File: src/rtl/hazard_scoreboard.sv
// hazard_scoreboard: tracks in-flight register writers and MDU occupancy to drive
// D-stage stall and forwarding selects.
module hazard_scoreboard #(
    parameter int STAGES   = 3,
    parameter int TW       = 2,
    parameter int MULT_CYC = 5,
    parameter int DIV_CYC  = 10
) (
    input  logic          clk,
    input  logic          reset,
    input  logic [4:0]    d_A1,
    input  logic [TW-1:0] d_Tuse1,
    input  logic [4:0]    d_A2,
    input  logic [TW-1:0] d_Tuse2,
    input  logic [4:0]    d_A3,
    input  logic [TW-1:0] d_Tnew,
    input  logic          d_MDUreq,
    input  logic          e_mdu_start,
    input  logic          e_mdu_isdiv,
    output logic          stall,
    output logic [2:0]    fwd_sel1,
    output logic [2:0]    fwd_sel2,
    output logic          mdu_busy
);
    localparam int MAX_CYC = (MULT_CYC > DIV_CYC) ? MULT_CYC : DIV_CYC;
    localparam int CW      = $clog2(MAX_CYC + 1);

    logic [4:0]    a3   [STAGES];
    logic [TW-1:0] tnew [STAGES];
    logic [CW-1:0] cnt;
    logic          data_stall;
    logic          mdu_stall;
    logic [2:0]    sel1;
    logic [2:0]    sel2;

    // Walk oldest to youngest so the youngest ready writer ends up selected.
    always_comb begin
        data_stall = 1'b0;
        sel1 = '0;
        sel2 = '0;
        for (int i = STAGES - 1; i >= 0; i--) begin
            if (d_A1 != '0 && a3[i] == d_A1) begin
                if (tnew[i] > d_Tuse1) data_stall = 1'b1;
                if (tnew[i] == '0) sel1 = 3'(i + 1);
            end
            if (d_A2 != '0 && a3[i] == d_A2) begin
                if (tnew[i] > d_Tuse2) data_stall = 1'b1;
                if (tnew[i] == '0) sel2 = 3'(i + 1);
            end
        end
    end

    assign mdu_busy  = cnt != '0;
    assign mdu_stall = d_MDUreq && (mdu_busy || e_mdu_start);
    assign stall     = !reset && (data_stall || mdu_stall);
    assign fwd_sel1  = reset ? 3'd0 : sel1;
    assign fwd_sel2  = reset ? 3'd0 : sel2;

    always_ff @(posedge clk) begin
        if (reset) begin
            for (int i = 0; i < STAGES; i++) begin
                a3[i]   <= '0;
                tnew[i] <= '0;
            end
            cnt <= '0;
        end else begin
            a3[0]   <= stall ? 5'd0 : d_A3;
            tnew[0] <= stall ? '0 : d_Tnew;
            for (int i = 1; i < STAGES; i++) begin
                a3[i]   <= a3[i-1];
                tnew[i] <= (tnew[i-1] != '0) ? tnew[i-1] - TW'(1) : '0;
            end
            // A start while busy is ignored; the MDU stall keeps it from happening.
            if (e_mdu_start && cnt == '0)
                cnt <= e_mdu_isdiv ? CW'(DIV_CYC) : CW'(MULT_CYC);
            else if (cnt != '0)
                cnt <= cnt - CW'(1);
        end
    end
endmodule
File: config.mk
export PLATFORM = sky130hd
export DESIGN_NAME = hazard_scoreboard
export DESIGN_NICKNAME = d
export VERILOG_FILES = /design/src/rtl/hazard_scoreboard.sv
export SDC_FILE = /design/constraint.sdc
export NUM_CORES = 1
export LEC_CHECK = 0
export ABC_AREA = 1
export BUFFER_PORTS_ARGS = -buffer_cell sky130_fd_sc_hd__buf_2
export CORE_ASPECT_RATIO = 1.5
export CORE_MARGIN = 2
export CORE_UTILIZATION = 39
export DETAILED_ROUTE_END_ITERATION = 6
export GPL_TIMING_DRIVEN = 0
export PLACE_DENSITY = 0.64
export SYNTH_ARGS = -nofsm -noshare
export SYNTH_HDL_FRONTEND = slang
export SYNTH_SLANG_ARGS = --single-unit
File: constraint.sdc
create_clock -name clk -period 1.4 [get_ports clk]
set_input_delay 0 -clock clk [delete_from_list [all_inputs] [get_ports clk]]
set_output_delay 0 -clock clk [all_outputs]
set_load 0.03 [all_outputs]
==> flow_summary.yaml, run 1 <==
run_status:
  status: "finished, violations left"
  violations: "hold timing, setup timing"
clock_tree:
  clk_path_buf_depth: 2
  root_buffer: "clkbuf_8"
  cts_tree: "built"
  cts.sinks: 25
  insertion_delay_ns: 0.28
  path_clk_slew_ns: 0.09
  cts.htree.levels: 1
  cts_buffers: 3
hold_path:
  hold_class: "input pin to flop"
  hold_depth: 3
placed_design:
  dp_slack_ns: -0.341
  hpwlAfterDp_mm: 3.11
  portBuffers: 31
  place_congestion: 0.845
power_and_ir_drop:
  vdd_drop_max_mv: 1.15
  leakage_nw: 1.17
  power_density_mw_per_mm2: 1130
synth:
  seq_area_frac_synth: 0.289
  synth_area_mm2: 0.00173
  syn_inst: 266
  ys_types: 24
  ys_warn_count: 0
  synth-seq-cells: 25
  synth_area_per_cell_um2: 6.51
routing:
  post-route-drc-count: 0
  vias_per_cell: 4.73
  ant_nets: 0
  drt_pass1_iterations: 4
  vias: 1728
  routedWlPerCell_um: 11.5
  finalWirelength_mm: 4.19
  drt_iter0_markers: 26
global_routing:
  grt_antenna_before_repair: 0
  first_global_vias: 1709
  grt-ovfl-total: 0
  grt.total_usage: 0.184
  grt_pass1_wl_mm: 7.11
  grt_max_degree: 15
worst_setup_path:
  startpoint_type: "flop"
  crit_path_cell_trace: "ha_4 -> inv_1 -> nor2_1 -> o21ai_1 -> nor3_2 -> nor2_4 -> a21oi_2 -> buf_6"
  slowest_delay_ns: 0.35
  reg2reg_depth: 12
  cp.required_ns: 1.40
  worst-r2r-setup-slack_ns: -0.27
  cp_slowest_cell: "dfxtp_2"
  end_kind: "output port"
  crit_fanout: 3
  crit_type: "flop to output port"
  worstPathArrival_ns: 1.74
floorplan:
  start_util: 0.408
  die_h_um: 85.6
  fp.dieArea_mm2: 0.00500
  core_mm2: 0.00425
  pin_count: 34
  rows: 29
  die_x_um: 58.4
timing:
  hold_violations: 1
  skew_ns: 0.00808
  worst_pin_slew_ns: 0.528
  fin_hold_ws_ns: -0.0000319
  fin_crit_sh: 1.24
  max_freq_mhz: 576
  setup_viol: 14
  fin_crit_ns: 1.74
  setup_tns_ns: -2.93
  timing.slew.headroom: 0.648
  layout_setup_ws_ns: -0.337
  grt_setup_unrepaired: "true"
  maxSlewViolCount: 0
finish:
  final_cell_mix: "51 x nand2_1, 38 x inv_1, 28 x nor2_1"
  nets: 362
  synthToLayoutAreaGrowth_pct: 37.8
  antenna_cells: 0
  mostFrequentLayoutCell: "nand2_1"
  drive_gt1_frac: 0.386
flow_run:
  cap_violations: 0
routing by layer:
metal,track usage,share of wire
met5,0,0
met2,0.353,0.55
met3,0.0211,0.031
met1,0.191,0.40
met4,0.0803,0.027
kinds of logic after synthesis:
family	after synthesis	share of synthesized area
buf+inv	54	0.121
other cells	1	0.00217
flops	25	0.289
compound gates	23	0.0665
fa+ha+maj	16	0.116
simple gates	127	0.304
xor+xnor	20	0.101
state kept, by name, indices dropped and copies added, names as in the netlist:
signal  flops
cnt         4
a3         15
tnew        6
Yosys cell counts (all sizes together):
cell / count / share of area
xnor2: 14 / 0.071
nand2: 59 / 0.13
clkbuf: 1 / 0.0022
nand3: 7 / 0.023
a21oi: 15 / 0.043
nor3: 7 / 0.020
nand4: 3 / 0.011
buf: 3 / 0.011
inv: 50 / 0.11
or2: 2 / 0.0087
ha: 16 / 0.12
dfxtp: 25 / 0.29
o21ai: 8 / 0.023
nor2: 49 / 0.11
xor2: 6 / 0.030
conb: 1 / 0.0022
per-stage QoR:
step | hold slack, ns | power (W) | cell area [um2] | util | cells
after CTS | 0.00986 | 0.00256 | 2260 | 0.531 | 363
after floorplan | 0.112 | 0.00160 | 1760 | - | 267
after global placement | 0.211 | 0.00181 | 1970 | 0.464 | 344
after detailed placement | 0.218 | 0.00182 | 1970 | 0.464 | 344
final | -0.0000319 | 0.00271 | 2390 | 0.562 | 365
after global routing | 0.000587 | 0.00295 | 2390 | 0.562 | 365
final cells by class:
cell class	count	area, um2
clock inverters	1	5.00
flip-flops and latches	25	529
repair buffers	48	328
multi-input cells	188	1210
fillers	423	1860
plain buffers	4	22.5
clock buffers	3	41.3
inverters	50	190
well taps	46	57.6
repair_timing:
item | 4_1_cts | 5_1_grt
endpoints found under the hold margin | 7 | 0
buffers inserted | 8 | 3
resized for setup | 40 | 45
hold buffers | 7 | 0
pin swaps | 19 | 24
endpoints found under the setup margin | 13 | 16
critical path: cells and delay by family, from the launching register on:
family	cells	cell delay, ns
and+or+nand+nor	3	0.42
buffers and inverters	2	0.18
AOI/OAI and AO/OA	2	0.24
DFF	1	0.35
adders and majority gates	1	0.26
path summary, 6_finish.rpt:
check | startpoint | to
worst max-delay path | tnew[0][1] | stall
worst min-delay path | e_mdu_start | cnt[3]
worst max register to register | cnt[0] | a3[0][1]
worst min register to register | tnew[0][0] | tnew[0][2]
power by group:
part	switching, W	total [W]	internal, W
combinational	0.000720	0.00136	0.000638
clock	0.000250	0.000451	0.000200
sequential	0.0000836	0.000899	0.000815
total	0.00105	0.00271	0.00165
Power figures use the tool's default switching activity.
==> inputs of run 2 (changes only) <==
- BUFFER_PORTS_ARGS: -buffer_cell sky130_fd_sc_hd__buf_2 -> -buffer_cell sky130_fd_sc_hd__buf_4
==> run 2 against run 1 <==
  * The flow finishes with violations (setup timing)
  * Via count rose by 0.58%
  * Largest power group unchanged
  * Sequential power barely moved
  * Sequential cell count did not move
  * Worst setup slack improved by 0.0071 ns
  * Cell area rose by 5.8%
  * Die area did not move
  * Sequential share of layout area fell by 1.3 points
  * Largest cell class unchanged
  * Critical path type unchanged
==> flow_summary.yaml, run 2 (synthesis gave the netlist of run 1 again) <==
run_status:
  status: "finished, violations left"
  violations: "setup timing"
routing:
  vias: 1738
  post-route-drc-count: 0
  drt_iter0_markers: 32
  drt_pass1_iterations: 4
  routedWlPerCell_um: 11.8
  ant_nets: 0
  vias_per_cell: 4.74
  finalWirelength_mm: 4.32
global_routing:
  grt_pass1_wl_mm: 7.06
  grt.total_usage: 0.182
  grt_antenna_before_repair: 0
  first_global_vias: 1676
  grt_max_degree: 15
  grt-ovfl-total: 0
worst_setup_path:
  startpoint_type: "flop"
  slowest_delay_ns: 0.35
  crit_start: "tnew[0][1]"
  reg2reg_depth: 12
  crit_path_cell_trace: "ha_4 -> inv_1 -> nor2_2 -> o21ai_2 -> nor3_2 -> nor2_4 -> a21oi_2 -> buf_6"
  crit_type: "flop to output port"
  worstPathArrival_ns: 1.73
  regToRegStartpoint: "cnt[0]"
  cp_slowest_cell: "dfxtp_2"
  cp.required_ns: 1.40
  r2r-end: "a3[0][3]"
  end_kind: "output port"
  cp-endpoint: "stall"
  worst-r2r-setup-slack_ns: -0.29
  crit_fanout: 3
clock_tree:
  cts.sinks: 25
  root_buffer: "clkbuf_8"
  cts.htree.levels: 1
  cts_tree: "built"
  insertion_delay_ns: 0.28
  cts_buffers: 3
  path_clk_slew_ns: 0.09
  clk_path_buf_depth: 2
finish:
  utilization: 0.595
  antenna_cells: 0
  drive_gt1_frac: 0.417
  mostFrequentLayoutCell: "nand2_1"
  synthToLayoutAreaGrowth_pct: 45.8
  final_cell_mix: "45 x nand2_1, 39 x buf_4, 38 x inv_1"
  top_regs: "a3: 15 flops, tnew: 6 flops, cnt: 4 flops"
  top_register: "a3"
  instances_no_fill: 367
  nets: 364
  largest_reg_flops: 15
floorplan:
  rows: 29
  fp.dieArea_mm2: 0.00500
  pin_count: 34
  core_mm2: 0.00425
  die_x_um: 58.4
  die_h_um: 85.6
  start_util: 0.408
flow_run:
  cap_violations: 0
timing:
  maxSlewViolCount: 0
  max_freq_mhz: 578
  worst_pin_slew_ns: 0.523
  hold_violations: 0
  fin_crit_ns: 1.73
  setup_viol: 16
  fin_crit_sh: 1.24
  grt_setup_unrepaired: "true"
  skew_ns: 0.00638
  timing.slew.headroom: 0.651
  setup_tns_ns: -3.52
  layout_setup_ws_ns: -0.330
hold_path:
  hold_class: "input pin to flop"
placed_design:
  placedCellCount: 344
  portBuffers: 31
  hpwlAfterDp_mm: 3.18
  place_congestion: 0.858
power_and_ir_drop:
  power_density_mw_per_mm2: 1150
  power_w: 0.00292
  leakage_nw: 1.22
  vdd_drop_max_mv: 1.26
## run 2: changes by cell type in the layout (fill, tap and decap cells not counted), moves of 5 or more
cell | before | now
buf_4 | 13 | 39
buf_2 | 26 | 0
nand2_2 | 6 | 12
nor2_2 | 18 | 13
nor2_4 | 3 | 8
nand2_1 | 51 | 45
## run 2: layout make-up
cell class,instances,area [um2]
Fill cell,404,1720
Multi-Input combinational cell,188,1260
Sequential cell,25,528
Timing Repair Buffer,50,415
Inverter,50,190
Tap cell,46,57.6
Clock buffer,3,41.3
Buffer,4,22.5
Clock inverter,1,5.00
## run 2: worst max-delay path, delay by kind of cell, from the launching register on
family / cells / cell delay (ns)
and+or+nand+nor: 3 / 0.43
AOI/OAI and AO/OA: 2 / 0.22
buffers and inverters: 2 / 0.19
DFF: 1 / 0.35
adders and majority gates: 1 / 0.26
## run 2: worst min-delay path by stage
| stage | slack [ns] | cells after the start | to | from |
|---|---|---|---|---|
| global route | 0.03 | 3 | cnt[3] | e_mdu_start |
| finish | 0.02 | 3 | cnt[3] | e_mdu_start |
| global placement | 0.21 | 3 | a3[0][2] | d_A3[2] |
| detailed placement | 0.22 | 3 | a3[0][4] | d_A3[4] |
| CTS | 0.004 | 3 | cnt[3] | e_mdu_start |
| floorplan | 0.11 | 2 | a3[0][0] | d_A3[0] |
## run 2: per-stage QoR
stage                     hold slack (ns)  area (um2)  worst slack (ns)
final                              0.0222        2520            -0.330
after global routing               0.0304        2520            -0.414
after CTS                         0.00392        2350            -0.353
after detailed placement            0.220        2050            -0.375
after global placement              0.213        2050            -0.337
after floorplan                     0.112        1760            -0.129
## run 2: repair_timing
action | in CTS | in global routing
endpoints found under the hold margin | 7 | 0
cloned | 0 | 0
endpoints found under the setup margin | 14 | 16
setup buffers | 10 | 5
hold buffers | 7 | 0
pin swaps | 25 | 27
gates resized for setup | 45 | 53
## run 2: routing by layer
metal	share of wire	routed length (um)	GRT usage
met1	0.39	1670	0.200
met2	0.56	2420	0.336
met3	0.036	155	0.0196
met4	0.020	85	0.0867
met5	0	0	0
## run 2: where the power goes
group | internal (W) | total [W] | switching, W
Clock | 0.000200 | 0.000445 | 0.000245
Combinational | 0.000781 | 0.00157 | 0.000787
Sequential | 0.000817 | 0.000902 | 0.0000851
Total | 0.00180 | 0.00292 | 0.00112
